==> config.mk <==
export PLATFORM = sky130hd
export DESIGN_NAME = uart_rx_frame_flat
export DESIGN_NICKNAME = d
export VERILOG_FILES = /design/src/rtl/uart_rx_frame_if.sv /design/src/rtl/uart_rx_frame.sv /design/src/flat_wrapper.sv
export SDC_FILE = /design/constraint.sdc
export NUM_CORES = 1
export LEC_CHECK = 0
export BUFFER_PORTS_ARGS = -buffer_cell sky130_fd_sc_hd__buf_2
export CORE_MARGIN = 2
export CORE_UTILIZATION = 50
export CTS_BUF_LIST = sky130_fd_sc_hd__clkbuf_4
export DETAILED_ROUTE_END_ITERATION = 8
export PLACE_DENSITY_LB_ADDON = 0.1
export SLEW_MARGIN = 0
export SYNTH_ARGS = -nofsm -noshare
export SYNTH_HDL_FRONTEND = slang
export SYNTH_SLANG_ARGS = --single-unit
==> constraint.sdc <==
create_clock -name i_Clock -period 5.14 [get_ports i_Clock]
set_input_delay 0.257 -clock i_Clock [delete_from_list [all_inputs] [get_ports i_Clock]]
set_output_delay 0.257 -clock i_Clock [all_outputs]
set_load 0.01 [all_outputs]
==> src/rtl/uart_rx_frame_if.sv <==
// uart_rx_frame_if: serial input and received-word outputs of the UART receiver
// Signals:
//   i_Rx_Serial   serial line into the receiver, idle high
//   o_Rx_DV       one-cycle pulse when a frame completes
//   o_Rx_Data     received word, held until the next o_Rx_DV
//   o_Parity_Err  parity mismatch on the last frame, held
//   o_Frame_Err   a stop-bit sample was 0 on the last frame, held
// Modports: master = receiver side, slave = line driver / word consumer side.
`timescale 1ns/1ps
interface uart_rx_frame_if #(
    parameter int DATA_BITS = 8
);
    logic                 i_Rx_Serial;
    logic                 o_Rx_DV;
    logic [DATA_BITS-1:0] o_Rx_Data;
    logic                 o_Parity_Err;
    logic                 o_Frame_Err;
    modport master (input i_Rx_Serial, output o_Rx_DV, o_Rx_Data, o_Parity_Err, o_Frame_Err);
    modport slave (output i_Rx_Serial, input o_Rx_DV, o_Rx_Data, o_Parity_Err, o_Frame_Err);
endinterface

==> src/rtl/uart_rx_frame.sv <==
// uart_rx_frame: UART receiver for 5-9 data bits, optional odd/even parity, 1 or 2 stop bits
// Ports:
//   i_Clock   system clock, rising edge
//   i_Reset   synchronous active-high reset
//   rx        uart_rx_frame_if.master: i_Rx_Serial in; o_Rx_DV, o_Rx_Data,
//             o_Parity_Err, o_Frame_Err out
// Option: define UART_RX_MAJORITY_EN to decide each sampled bit by a 3-sample
// majority of the synchronised line instead of a single sample.
`timescale 1ns/1ps
module uart_rx_frame #(
    parameter int CLKS_PER_BIT = 87,
    parameter int DATA_BITS    = 8,
    parameter int PARITY_MODE  = 0,
    parameter int STOP_BITS    = 1
) (
    input logic            i_Clock,
    input logic            i_Reset,
    uart_rx_frame_if.master rx
);
    localparam int H  = (CLKS_PER_BIT - 1) / 2;
    localparam int CW = $clog2(CLKS_PER_BIT);
    // The counter reads one less than the number of edges spent in a state,
    // so the mid-start sample lands H edges after entering START.
    localparam logic [CW-1:0] MID_CNT  = CW'(H - 1);
    localparam logic [CW-1:0] LAST_CNT = CW'(CLKS_PER_BIT - 1);
    localparam logic [3:0]    LAST_DATA = 4'(DATA_BITS - 1);
    localparam logic [3:0]    LAST_STOP = 4'(STOP_BITS - 1);

    typedef enum logic [2:0] {IDLE, START, DATA, PARITY, STOP, BREAK_WAIT} state_t;

    state_t               state_q, state_d;
    logic                 meta_q, rx_s_q;
    logic [CW-1:0]        cnt_q, cnt_d;
    logic [3:0]           idx_q, idx_d;
    logic [DATA_BITS-1:0] shift_q, shift_d, data_q, data_d;
    logic                 par_bit_q, par_bit_d;
    logic                 ferr_acc_q, ferr_acc_d;
    logic                 dv_q, dv_d, perr_q, perr_d, ferr_q, ferr_d;
    logic                 bit_s, at_mid, at_end, par_err, stop_err;

`ifdef UART_RX_MAJORITY_EN
    logic h1_q, h2_q;
    always_ff @(posedge i_Clock) begin
        if (i_Reset) {h1_q, h2_q} <= 2'b11;
        else         {h1_q, h2_q} <= {rx_s_q, h1_q};
    end
    assign bit_s = (rx_s_q & h1_q) | (rx_s_q & h2_q) | (h1_q & h2_q);
`else
    assign bit_s = rx_s_q;
`endif

    assign at_mid   = cnt_q == MID_CNT;
    assign at_end   = cnt_q == LAST_CNT;
    assign stop_err = ferr_acc_q | ~bit_s;
    assign par_err  = (PARITY_MODE == 0) ? 1'b0 :
                      (PARITY_MODE == 1) ? ~(^shift_q ^ par_bit_q) : (^shift_q ^ par_bit_q);

    always_comb begin
        state_d    = state_q;
        cnt_d      = cnt_q + 1'b1;
        idx_d      = idx_q;
        shift_d    = shift_q;
        par_bit_d  = par_bit_q;
        ferr_acc_d = ferr_acc_q;
        dv_d       = 1'b0;
        data_d     = data_q;
        perr_d     = perr_q;
        ferr_d     = ferr_q;
        case (state_q)
            IDLE: begin
                cnt_d = '0;
                if (!rx_s_q) state_d = START;
            end
            START: if (at_mid) begin
                cnt_d      = '0;
                idx_d      = '0;
                ferr_acc_d = 1'b0;
                state_d    = bit_s ? IDLE : DATA;
            end
            DATA: if (at_end) begin
                cnt_d   = '0;
                shift_d = {bit_s, shift_q[DATA_BITS-1:1]};
                idx_d   = (idx_q == LAST_DATA) ? 4'd0 : idx_q + 4'd1;
                if (idx_q == LAST_DATA) state_d = (PARITY_MODE != 0) ? PARITY : STOP;
            end
            PARITY: if (at_end) begin
                cnt_d     = '0;
                par_bit_d = bit_s;
                state_d   = STOP;
            end
            STOP: if (at_end) begin
                cnt_d      = '0;
                idx_d      = idx_q + 4'd1;
                ferr_acc_d = stop_err;
                if (idx_q == LAST_STOP) begin
                    dv_d    = 1'b1;
                    data_d  = shift_q;
                    perr_d  = par_err;
                    ferr_d  = stop_err;
                    // a failed stop usually means a break; wait for the line to recover
                    state_d = stop_err ? BREAK_WAIT : IDLE;
                end
            end
            BREAK_WAIT: begin
                cnt_d = '0;
                if (rx_s_q) state_d = IDLE;
            end
            default: state_d = IDLE;
        endcase
    end

    always_ff @(posedge i_Clock) begin
        if (i_Reset) begin
            meta_q     <= 1'b1;
            rx_s_q     <= 1'b1;
            state_q    <= IDLE;
            cnt_q      <= '0;
            idx_q      <= '0;
            shift_q    <= '0;
            par_bit_q  <= 1'b0;
            ferr_acc_q <= 1'b0;
            dv_q       <= 1'b0;
            data_q     <= '0;
            perr_q     <= 1'b0;
            ferr_q     <= 1'b0;
        end else begin
            meta_q     <= rx.i_Rx_Serial;
            rx_s_q     <= meta_q;
            state_q    <= state_d;
            cnt_q      <= cnt_d;
            idx_q      <= idx_d;
            shift_q    <= shift_d;
            par_bit_q  <= par_bit_d;
            ferr_acc_q <= ferr_acc_d;
            dv_q       <= dv_d;
            data_q     <= data_d;
            perr_q     <= perr_d;
            ferr_q     <= ferr_d;
        end
    end

    assign rx.o_Rx_DV      = dv_q;
    assign rx.o_Rx_Data    = data_q;
    assign rx.o_Parity_Err = perr_q;
    assign rx.o_Frame_Err  = ferr_q;
endmodule

==> src/flat_wrapper.sv <==
// flat-port wrapper written by rule: the top's interface ports become plain ports
module uart_rx_frame_flat 
#(
    parameter int CLKS_PER_BIT = 87,
    parameter int DATA_BITS    = 8,
    parameter int PARITY_MODE  = 0,
    parameter int STOP_BITS    = 1
)
  (i_Clock, i_Reset, rx_i_Rx_Serial, rx_o_Rx_DV, rx_o_Rx_Data, rx_o_Parity_Err, rx_o_Frame_Err);
  uart_rx_frame_if #(.DATA_BITS(DATA_BITS)) rx_i ();
  input logic i_Clock;
  input logic i_Reset;
  input wire logic [$bits(rx_i.i_Rx_Serial)-1:0] rx_i_Rx_Serial;
  output wire logic [$bits(rx_i.o_Rx_DV)-1:0] rx_o_Rx_DV;
  output wire logic [$bits(rx_i.o_Rx_Data)-1:0] rx_o_Rx_Data;
  output wire logic [$bits(rx_i.o_Parity_Err)-1:0] rx_o_Parity_Err;
  output wire logic [$bits(rx_i.o_Frame_Err)-1:0] rx_o_Frame_Err;
  assign rx_i.i_Rx_Serial = rx_i_Rx_Serial;
  assign rx_o_Rx_DV = rx_i.o_Rx_DV;
  assign rx_o_Rx_Data = rx_i.o_Rx_Data;
  assign rx_o_Parity_Err = rx_i.o_Parity_Err;
  assign rx_o_Frame_Err = rx_i.o_Frame_Err;
  uart_rx_frame #(.CLKS_PER_BIT(CLKS_PER_BIT), .DATA_BITS(DATA_BITS), .PARITY_MODE(PARITY_MODE), .STOP_BITS(STOP_BITS)) u_core (.i_Clock(i_Clock), .i_Reset(i_Reset), .rx(rx_i));
endmodule
* Yosys cells after proc, flatten, opt, wreduce, memory -nomap -nowiden *
Index checks and enable logic that the tools add are counted.

storage, ports and cells
  input bits = 3
  register bits = 35

cells by class
  mux-type cells = 23
  add/subtract/negate cells = 2
  bitwise logic cells = 4
  equality and inequality tests = 16
  reductions and logical operators = 12

operators with widths
  kind                                                                      number
  3-bit two-way mux                                                         9
  7-bit one-hot mux with 3 select lines                                     1
  3-bit one-hot mux with 6 select lines                                     1
  4-bit two-way mux                                                         4
  7-bit two-way mux                                                         2
  2-bit by 1-bit inequality test with 1-bit output (second input constant)  7
  4-bit one-hot mux with 3 select lines                                     1
  8-bit AND reduction                                                       1
  7-bit by 1-bit adder with 7-bit output (second input constant)            1
  7-bit by 6-bit equality test with 1-bit output (second input constant)    1
  7-bit equality test (second input constant)                               1
  3-bit by 2-bit equality test with 1-bit output (second input constant)    2
  3-bit equality test (second input constant)                               2
  3-bit AND reduction                                                       2
  3-bit OR reduction                                                        2
  4-bit by 1-bit adder with 4-bit output (second input constant)            1
  4-bit by 3-bit equality test with 1-bit output (second input constant)    1
  4-bit logical NOT                                                         1
  4-bit AND reduction                                                       1
  3-bit by 1-bit equality test with 1-bit output (second input constant)    1
  3-bit logical NOT                                                         1
  1-bit two-way mux                                                         3
  1-bit inverter                                                            3
  3-bit nonzero test                                                        1
  other kinds (7)                                                           7

* Depth between registers and ports, before layout *
Gate-level depths: netlist (run 1).

  depth after elaboration = 6
  mapped depth = 8
  mapped depth without buffers = 7

* Least setup slack after synthesis (run 1) *
No wires, ideal clock.

  kind = flip-flop to flip-flop
  start = register u_core.idx_q[0]
  end = register u_core.state_q[0]
  required time = 5019 ps
  buffers on the path = 0
  cell stages (with the launch flop) = 8
  path slack = 3223 ps
  period minus slack after synthesis = 1917 ps
  arrival time = 1796 ps
  cell sequence = dfxtp_1 -> inv_1 -> ha_1 -> or3b_2 -> a22oi_1 -> o311ai_0 -> nor2_1 -> mux2_2

on the way
  cells in the longest elaborated chain, start to end = 3
  elaborated cells between the ends (all ways) = 5
  classes of those cells = eq/ne: 3; reduce/logical: 2

RTL lines
  element                                                                                     line                                      source
  from (decl)                                                                                 uart_rx_frame.sv:34                       logic [3:0] idx_q, idx_d;
  from (signal assigned)                                                                      uart_rx_frame.sv:131                      idx_q <= idx_d;
  4-bit by 3-bit equality test with 1-bit output / 4-bit logical NOT (equally long branches)  uart_rx_frame.sv:84, uart_rx_frame.sv:95
  2-bit by 1-bit inequality test with 1-bit output (no source line)                           -
  8-bit AND reduction (no source line) *                                                      -
  to (signal assigned)                                                                        uart_rx_frame.sv:129                      state_q <= state_d;
  to (decl)                                                                                   uart_rx_frame.sv:31                       state_t state_q, state_d;

Mark *: on every way between the ends. The rest lies on a longest branch, timed or not.
A chain may end at the register's enable or synchronous reset.

* Final worst setup path (run 1) *
  start = register u_core.state_q[1]
  end = register u_core.idx_q[3]

on the way
  cells in the longest elaborated chain, start to end = 3
  elaborated cells between the ends (all ways) = 9
  classes of those cells = eq/ne: 6; mux: 1; reduce/logical: 2

RTL lines
  element                                                                                                         line                 source
  3-bit by 2-bit equality test with 1-bit output, or another cell as far along                                    uart_rx_frame.sv:69  case (state_q)
  2-bit by 1-bit inequality test with 1-bit output (no source line) / 3-bit nonzero test (equally long branches)  -
  4-bit AND reduction (no source line)                                                                            -

Parallel ways exist; a longest one is shown, timed or not.

==> results.toml, run 1 <==
[route]
drt_pass1_iterations = 4
vias_per_cell = 5.247
drc = 0
first_iter_violations = 91
vias = 1212
wl_um = 2727
wl_per_cell_um = 11.81
antenna_left = 0

[timing]
finalSetupViolations = 0
relSlewSlack_pct = 45.07
worstMarginPinSlew_ns = 0.8136
hold_viol_final = 0
fin_crit_ns = 2.172
timing.final.crit_share_pct = 42.25
fmax_mhz = 460.5
rsz0062_at_grt = "false"
setup-tns-final_ns = 0
clock-skew-final_ns = 0.009339
drv_slew = 0
whs_ns = 0.09873

[logic_synthesis]
synthCells = 175
syn_area_per_cell_um2 = 9.280
synth-adder-area-share_pct = 3.082
synth_xor_area_share_pct = 3.236
syn_area_um2 = 1624
synthMuxAreaShare_pct = 10.55
synthFlopType = "dfxtp_1"
ys_async_sr_fraction_pct = 0
ys_ff_latch = 35
ys_seq_area_share_pct = 43.14
yosysWarnings = 0
synthSimpleGateAreaFrac_pct = 24.65
synth-compound-area-share_pct = 9.938
synth_top_family_by_area = "simple AND/OR/NAND/NOR gates"
syn_nets = 182
synth-edff-count = 0
synth.distinct_cells = 47

[grt]
grt_max_degree = 30
antenna_found_initial = 0
grtUsageMet2_pct = 26.88
grt_pass1_vias = 1041
grtUsageTotal_pct = 17.14
grt_use_met1_pct = 21.90
grt_pass1_wl_um = 4678
gr-total-overflow = 0
grt_use_met3_pct = 4.478
grt_busiest_layer = "met2"

[power_and_ir_drop]
ir_drop_v = 0.0001790
power_density_nw_per_um2 = 275.3
p_leak_nw = 0.6381
report.power.total_mw = 0.4798

[finish]
nets = 193
multi_input_area_um2 = 839.6
drive_gt1_share_pct = 16.04
n_fill_cell = 305
area.sequential_um2 = 700.7
diodes = 0
post-route-util_pct = 56.63
syn_to_final_growth_pct = 7.319

[clocking]
ctsHoldBuffers = 0
cts_resized = 0
cts_root_buf = "clkbuf_4"
numCtsBuffers = 5
cts_max_path_buffers = 2
cts_sinks = 35
cts_tree = "yes"
cts.clk_slew.worst_paths_ns = 0.11
clk_latency_ns = 0.34
post_cts_buffers = 0
htreeDepth = 2

[min_path]
hold_start = "rx_i_Rx_Serial"
worstHoldPathType = "input pin to flop"

[status]
status = "completed"

[setup_path]
path_class = "flop to flop"
crit_arrival_ns = 2.45
startpoint_type = "flop"
worst_ep_required_time_ns = 5.42
endpoint_kind = "flop"
crit_start = "u_core.state_q[1]$_SDFFE_PP0P_"
r2r-start = "u_core.state_q[1]$_SDFFE_PP0P_"
cp_max_fo = 11

[die]
rows = 20
die_x_um = 60.99
die_area_um2 = 3720
initial_core_util_pct = 52.76
fp.dieH_um = 60.99
design.core.area_um2 = 3078
ios = 14

[placement]
io_buffers = 12
dp_hpwl_um = 1860
routabilityCongestion = 0.8058

[run]
cap_violations = 0
-- report_power, final --
group	total [mW]	switching (mW)	internal [mW]
Clock	0.153	0.0944	0.0583
Sequential	0.287	0.0105	0.277
Combinational	0.0399	0.0230	0.0169
-- area by class of cell --
class | count | area share (%)
Clock inverter | 2 | 0.7179
Sequential cell | 35 | 40.20
Tap cell | 44 | 3.159
Inverter | 6 | 1.292
Clock buffer | 6 | 2.584
Timing Repair Buffer | 13 | 3.877
Multi-Input combinational cell | 125 | 48.17
-- synthesized netlist by cell type (all sizes together), types with 4 or more instances --
| library cell | instances | area (um2) |
|---|---|---|
| mux2i | 16 | 160.2 |
| xnor2 | 4 | 35.03 |
| a21oi | 10 | 50.05 |
| clkbuf | 4 | 15.01 |
| nand2b | 4 | 27.53 |
| ha | 4 | 50.05 |
| nor3 | 5 | 36.29 |
| nand3 | 4 | 20.02 |
| nor2 | 29 | 108.9 |
| inv | 6 | 22.52 |
| dfxtp | 35 | 700.7 |
| buf | 5 | 46.29 |
| nor3b | 4 | 30.03 |
| o21ai | 6 | 30.02 |
-- through the flow --
stage | instance area, um2 | setup WS, ns | std cells
3_5_place_dp | 1685 | 3.012 | 223
6_report | 1743 | 2.968 | 231
3_3_place_gp | 1685 | 3.046 | 223
2_1_floorplan | 1624 | 3.223 | 175
5_1_grt | 1743 | 2.732 | 231
4_1_cts | 1743 | 2.987 | 231
-- critical path: stages, from the launching register on --
cell and delay, ns:
dfxtp_1 0.55, nor3b_1 0.33, nor3b_1 0.22, buf_4 0.23, a211oi_2 0.10, or4_1 0.53, a21oi_1 0.14
-- layout by cell type, fill, tap and decap left out, drive strengths merged, types with 3 or more instances in the layout --
| cell | instances |
|---|---|
| nor3 | 5 |
| dfxtp | 35 |
| nand3 | 4 |
| nand2 | 3 |
| nor3b | 4 |
| or3 | 3 |
| or3b | 3 |
| o21ai | 6 |
| inv | 6 |
| nor2b | 3 |
| clkbuf | 6 |
| xnor2 | 4 |
| nor2 | 29 |
| mux2i | 16 |
| ha | 4 |
| buf | 13 |
| a21oi | 10 |
| nand2b | 4 |
-- path summary, 6_finish.rpt --
| check | end | slack, ns | depth (start not counted) |
|---|---|---|---|
| worst min-delay path | u_core.meta_q$_SDFF_PP1_ | 0.1 | 2 |
| worst max-delay path | u_core.idx_q[3]$_SDFFE_PP0P_ | 2.97 | 6 |
| worst max register to register | u_core.idx_q[3]$_SDFFE_PP0P_ | 2.97 | 6 |
| worst min register to register | u_core.bit_s$_SDFF_PP1_ | 0.42 | 1 |
-- sequential cells by signal, summed over array words and instances (netlist names) --
register,cells
u_core.rx.o_Rx_Data,8
u_core.shift_q,8
u_core.cnt_q,7
u_core.idx_q,4
u_core.state_q,3
u_core.bit_s,1
u_core.ferr_acc_q,1
u_core.meta_q,1
u_core.rx.o_Frame_Err,1
u_core.rx.o_Rx_DV,1
-- kinds of logic after synthesis --
group,Yosys count
other,1
multiplexers,17
flip-flops,35
AO/OA/AOI/OAI,26
adder cells (fa/ha/maj),4
buffers and inverters,15
AND/OR/NAND/NOR,71
XOR/XNOR,6
-- layer usage --
metal	up-vias	share of wire [%]
li1	628	-
met1	564	51
met2	15	45
met3	5	3.0
met4	0	1.8
met5	-	0
Power figures use the tool's default switching activity.
==> inputs of run 2 (changes only) <==
==> constraint.sdc (replaced) <==
create_clock -name i_Clock -period 2.02 [get_ports i_Clock]
set_input_delay 0.101 -clock i_Clock [delete_from_list [all_inputs] [get_ports i_Clock]]
set_output_delay 0.101 -clock i_Clock [all_outputs]
set_load 0.01 [all_outputs]
==> run 2 against run 1 <==
  * Clock skew is 0.0039 ns lower
  * Sequential power rose to 2.5 times the previous value
  * Clock power grew 140%
  * Global-route usage rose by 1.2 points
  * Final cell count up 4.3%
  * Die area unchanged
  * Sequential share of layout area down 2.3 points
  * Routed wire length grew 5.0%
  * Worst setup slack got worse by 2.9 ns
  * Via count rose by 4.5%
  * Combinational power grew to 3.5 times the previous value
  * First-iteration DRC count shrank 63%
  * Critical endpoint unchanged
==> results.toml, run 2 (synthesis results as in run 1) <==
[timing]
drv_slew = 0
finalSetupViolations = 0
fin_crit_ns = 1.920
clock-skew-final_ns = 0.005463
fmax_mhz = 520.8
fin_ws_ns = 0.09975
hold_viol_final = 0
timing.final.crit_share_pct = 95.06
setup-tns-final_ns = 0
whs_ns = 0.1953

[clocking]
cts.clk_slew.worst_paths_ns = 0.11
htreeDepth = 2
clk_latency_ns = 0.34
cts_root_buf = "clkbuf_4"
cts_tree = "yes"
numCtsBuffers = 5
cts_max_path_buffers = 2
cts_sinks = 35

[setup_path]
path_cells = "or4b_4 -> nor3_4 -> a211oi_2 -> or4_1 -> a21oi_1"
cp_slowest_stage_delay_ns = 0.57
endpoint_kind = "flop"
cp_num_buf_inv = 0
startpoint_type = "flop"
path_class = "flop to flop"
r2r-start = "u_core.cnt_q[6]$_SDFF_PP0_"
worst_ep_required_time_ns = 2.30
reg2regPathDepth = 5
ff2ff_setup_slack_ns = 0.1
cp_top_family = "simple AND/OR/NAND/NOR gates"
crit_start = "u_core.cnt_q[6]$_SDFF_PP0_"
crit_arrival_ns = 2.20
cpMaxStageDelayCell = "or4b_4"
cp_max_fo = 8
r2r_end = "u_core.idx_q[3]$_SDFFE_PP0P_"

[route]
vias_per_cell = 5.253
antenna_left = 0
drc = 0
wl_per_cell_um = 11.88
wl_um = 2864
drt_pass1_iterations = 4
vias = 1266
first_iter_violations = 34

[power_and_ir_drop]
ir_drop_v = 0.0004077
p_leak_nw = 0.6913
power_density_nw_per_um2 = 662.2
p_comb_share_pct = 11.2
p_sw_mw = 0.3301
clkPwrFrac_pct = 30.2
seq_power_share_pct = 58.6
intPower_mw = 0.9011
power_switching_share_pct = 26.81

[finish]
diodes = 0
drive_gt1_share_pct = 23.86
final_cell_mix = "32 x dfxtp_1, 28 x nor2_1, 16 x mux2i_1"
nets = 203
mostFrequentLayoutCell = "dfxtp_1"
syn_to_final_growth_pct = 14.48
post-route-util_pct = 60.41

[grt]
grt_pass1_wl_um = 4954
gr-total-overflow = 0
grt_pass1_vias = 1136
grt_max_degree = 30
antenna_found_initial = 0
grtUsageTotal_pct = 18.34

[die]
initial_core_util_pct = 52.76
rows = 20
design.core.area_um2 = 3078
ios = 14
die_x_um = 60.99
die_area_um2 = 3720
fp.dieH_um = 60.99

[placement]
routabilityCongestion = 0.8339
dp_slack_ns = -0.04183
io_buffers = 12
dp_hpwl_um = 2135

[min_path]
min_to = "u_core.shift_q[0]$_SDFFE_PP0P_"
worstHoldPathType = "input pin to flop"
holdPathStages = 2
hold_start = "i_Reset"

[run]
cap_violations = 0

[status]
status = "completed"
==> run 2: cell type report <==
class	count	area (um2)
Clock buffer	5	37.54
Clock inverter	3	20.02
Fill cell	289	1219
Inverter	6	22.52
Multi-Input combinational cell	125	862.1
Sequential cell	35	704.4
Tap cell	44	55.05
Timing Repair Buffer	23	157.7
==> run 2: power groups by stage <==
stage | registers, mW | logic (mW) | clock network, mW
detailed placement | 0.737 | 0.126 | 0
global placement | 0.735 | 0.122 | 0
finish | 0.722 | 0.138 | 0.372
CTS | 0.721 | 0.129 | 0.389
floorplan | 0.730 | 0.0996 | 0
global route | 0.725 | 0.155 | 0.414
==> run 2: worst max-delay path by stage <==
stage	to	depth (start not counted)
finish	u_core.idx_q[3]$_SDFFE_PP0P_	5
global route	u_core.idx_q[2]$_SDFFE_PP0P_	5
CTS	u_core.idx_q[3]$_SDFFE_PP0P_	5
detailed placement	u_core.state_q[0]$_SDFFE_PP0P_	7
global placement	u_core.state_q[0]$_SDFFE_PP0P_	7
floorplan	u_core.state_q[0]$_SDFFE_PP0P_	7
==> run 2: worst reg2reg max path, cell delays in order, from the launching register on <==
cell      delay (ns)
dfxtp_2         0.35
or4b_4          0.57
nor3_4          0.17
a211oi_2        0.10
or4_1           0.53
a21oi_1         0.14
==> run 2: routing by layer <==
| layer | wire length, um | vias to the layer above | global-route usage, % |
|---|---|---|---|
| met4 | 46 | 0 | 7.453 |
| li1 | - | 646 | - |
| met3 | 95 | 5 | 5.757 |
| met1 | 1364 | 598 | 23.15 |
| met5 | 0 | - | 0 |
| met2 | 1357 | 17 | 29.19 |
==> run 2: stage by stage <==
step | instances | total power [mW] | cell area, um2
detailed placement | 232 | 0.8629 | 1765
CTS | 241 | 1.239 | 1833
global placement | 232 | 0.8573 | 1765
finish | 241 | 1.231 | 1859
floorplan | 175 | 0.8292 | 1624
global route | 241 | 1.294 | 1859
==> run 2: repair_timing <==
| item | 4_1_cts | 5_1_grt |
|---|---|---|
| gates resized for setup | 1 | 8 |
| buffers inserted | 0 | 0 |
| pin swaps | 0 | 1 |
| hold endpoints to repair | 1 | 0 |
| setup endpoints to repair | 2 | 5 |
| hold buffers | 1 | 0 |
==> inputs of run 3 (changes only) <==
--- a/config.mk
+++ b/config.mk
@@ -5,7 +5,9 @@
 export SDC_FILE = /design/constraint.sdc
 export NUM_CORES = 1
 export LEC_CHECK = 0
+export ABC_AREA = 1
 export BUFFER_PORTS_ARGS = -buffer_cell sky130_fd_sc_hd__buf_2
+export CORE_ASPECT_RATIO = 0.5
 export CORE_MARGIN = 2
 export CORE_UTILIZATION = 50
 export CTS_BUF_LIST = sky130_fd_sc_hd__clkbuf_4
==> run 3 against run 2 <==
  * Critical path depth increased by 6
  * Core utilization down 1.7 points
  * Sequential cell count unchanged
  * Register-to-register slack improved by 0.34 ns
  * Sequential power grew 16%
  * First-iteration DRC count rose by 29%
  * Worst hold slack gained 0.23 ns
  * Synthesized area shrank 0.92%
  * Critical endpoint is now u_core.rx.o_Frame_Err$_SDFFE_PP0P_
  * Largest power group unchanged
  * Synthesized cell count rose by 23%
==> results.toml, run 3 <==
[run]
cap_violations = 0

[die]
ios = 14
initial_core_util_pct = 53.10
design.core.area_um2 = 3030
die_x_um = 84.23
die_area_um2 = 3716
fp.dieH_um = 44.12
rows = 14

[route]
vias_per_cell = 4.789
first_iter_violations = 44
drc = 0
wl_per_cell_um = 10.59
vias = 1317
wl_um = 2911
antenna_left = 0
drt_pass1_iterations = 4

[setup_path]
endpoint_kind = "flop"
worst_ep_required_time_ns = 2.31
cp_max_fo = 15
crit_arrival_ns = 1.87
startpoint_type = "flop"
path_class = "flop to flop"

[status]
status = "completed"

[logic_synthesis]
synth_top_cells_by_count = "36 x nand2_1, 35 x dfxtp_1, 31 x nor2_1"
yosysWarnings = 0
synth_area_leaders = "dfxtp_1 44%, nand2_1 8.4%, nor2_1 7.2%"
ys_seq_area_share_pct = 43.55
syn_area_um2 = 1609
ys_async_sr_fraction_pct = 0
syn_area_per_cell_um2 = 7.449
synthCells = 216
synth_top_area_cell = "dfxtp_1"
synth.distinct_cells = 26
ys_ff_latch = 35
synthFlopType = "dfxtp_1"
synth-edff-count = 0
synth_top_area_share_pct = 43.55
syn_nets = 223
synth_most_common_cell = "nand2_1"

[placement]
dp_slack_ns = 0.4597
dp_hpwl_um = 2112
routabilityCongestion = 0.8669
io_buffers = 12

[finish]
area.sequential_um2 = 700.7
multi_input_area_um2 = 770.7
mostFrequentLayoutCell = "nand2_1"
n_fill_cell = 300
final_cell_mix = "36 x nand2_1, 35 x dfxtp_1, 31 x nor2_1"
nets = 241
drive_gt1_share_pct = 19.57
diodes = 0
syn_to_final_growth_pct = 10.58

[timing]
hold_viol_final = 0
timing.final.crit_share_pct = 77.99
worstMarginPinSlew_ns = 0.6878
fin_crit_ns = 1.575
rsz0062_at_grt = "false"
fmax_mhz = 634.7
setup-tns-final_ns = 0
finalSetupViolations = 0
drv_slew = 0
relSlewSlack_pct = 54.10
clock-skew-final_ns = 0.003578
fin_ws_ns = 0.4445

[grt]
gr-total-overflow = 0
grt_pass1_vias = 1179
antenna_found_initial = 0
grt_max_degree = 26
grtUsageTotal_pct = 18.29
grt_pass1_wl_um = 5250

[clocking]
cts_sinks = 35
cts.clk_slew.worst_paths_ns = 0.11
cts_max_path_buffers = 2
clk_latency_ns = 0.34
cts_tree = "yes"
cts_root_buf = "clkbuf_4"
numCtsBuffers = 5
post_cts_buffers = 0
htreeDepth = 2

[power_and_ir_drop]
ir_drop_v = 0.0005245
power_density_nw_per_um2 = 1094
p_leak_nw = 0.8443

[min_path]
worstHoldPathType = "flop to flop"
[run 3: cell types whose count changed in the layout (fill, tap and decap cells not counted), sizes merged, moves of 15 or more]
cell   previous run  this run
nand2             3        43
inv               6        28
mux2i            16         0
o21ai             6        21
[run 3: cell families after synthesis]
family / synth area share, %
AO/OA/AOI/OAI: 12.44
XOR/XNOR: 3.266
adder cells (fa/ha/maj): 3.111
buffers and inverters: 8.554
flip-flops: 43.55
other: 0.2331
AND/OR/NAND/NOR: 28.85
[run 3: worst paths after layout]
path	from	to	slack (ns)	cells past startpoint
max reg2reg	u_core.cnt_q[0]$_SDFF_PP0_	u_core.rx.o_Frame_Err$_SDFFE_PP0P_	0.44	11
min	u_core.meta_q$_SDFF_PP1_	u_core.bit_s$_SDFF_PP1_	0.42	1
min reg2reg	u_core.meta_q$_SDFF_PP1_	u_core.bit_s$_SDFF_PP1_	0.42	1
max	u_core.cnt_q[0]$_SDFF_PP0_	u_core.rx.o_Frame_Err$_SDFFE_PP0P_	0.44	11
[run 3: timing repair]
action / in CTS / in global routing
gates resized for setup: 0 / 0
endpoints found under the hold margin: 4 / 0
hold buffers: 2 / 0
[run 3: through the flow]
stage	hold WS, ns	power, mW	utilization (%)	instance area (um2)	cells
3_3_place_gp	0.2844	1.568	56.15	1702	265
2_1_floorplan	0.1701	1.452	-	1609	216
3_5_place_dp	0.2914	1.579	56.15	1702	265
4_1_cts	0.4319	1.968	58.71	1779	275
5_1_grt	0.4492	2.129	58.71	1779	275
6_report	0.4239	1.947	58.71	1779	275
[run 3: per-layer routing]
layer,track usage [%],vias to the layer above,routed length [um]
li1,-,713,-
met1,23.48,583,1541
met2,28.57,16,1206
met3,6.530,5,129
met4,7.742,0,34
met5,0,-,0
[run 3: final cells by class]
cell class / count / area share [%]
sequential: 35 / 39.38
timing repair buffer: 16 / 5.345
inverter: 28 / 5.907
tap: 40 / 2.813
multi-input combinational: 148 / 43.32
clock buffer: 5 / 2.110
clock inverter: 3 / 1.125
[run 3: power by group]
| group | leakage (nW) | total, mW | switching, mW | internal (mW) |
|---|---|---|---|---|
| logic | 0.532 | 0.724 | 0.476 | 0.248 |
| clock network | 0.0288 | 0.383 | 0.249 | 0.133 |
| registers | 0.284 | 0.841 | 0.0825 | 0.758 |
[run 3: worst max-delay path, cell delays in order (launching register included)]
cell and delay [ns]:
dfxtp_1 0.36, inv_1 0.06, ha_1 0.16, nand2_1 0.07, nor2_2 0.12, nand2_2 0.10
nor3_4 0.14, buf_4 0.24, inv_2 0.08, nor2_2 0.10, nand2_1 0.06, nand2_1 0.05
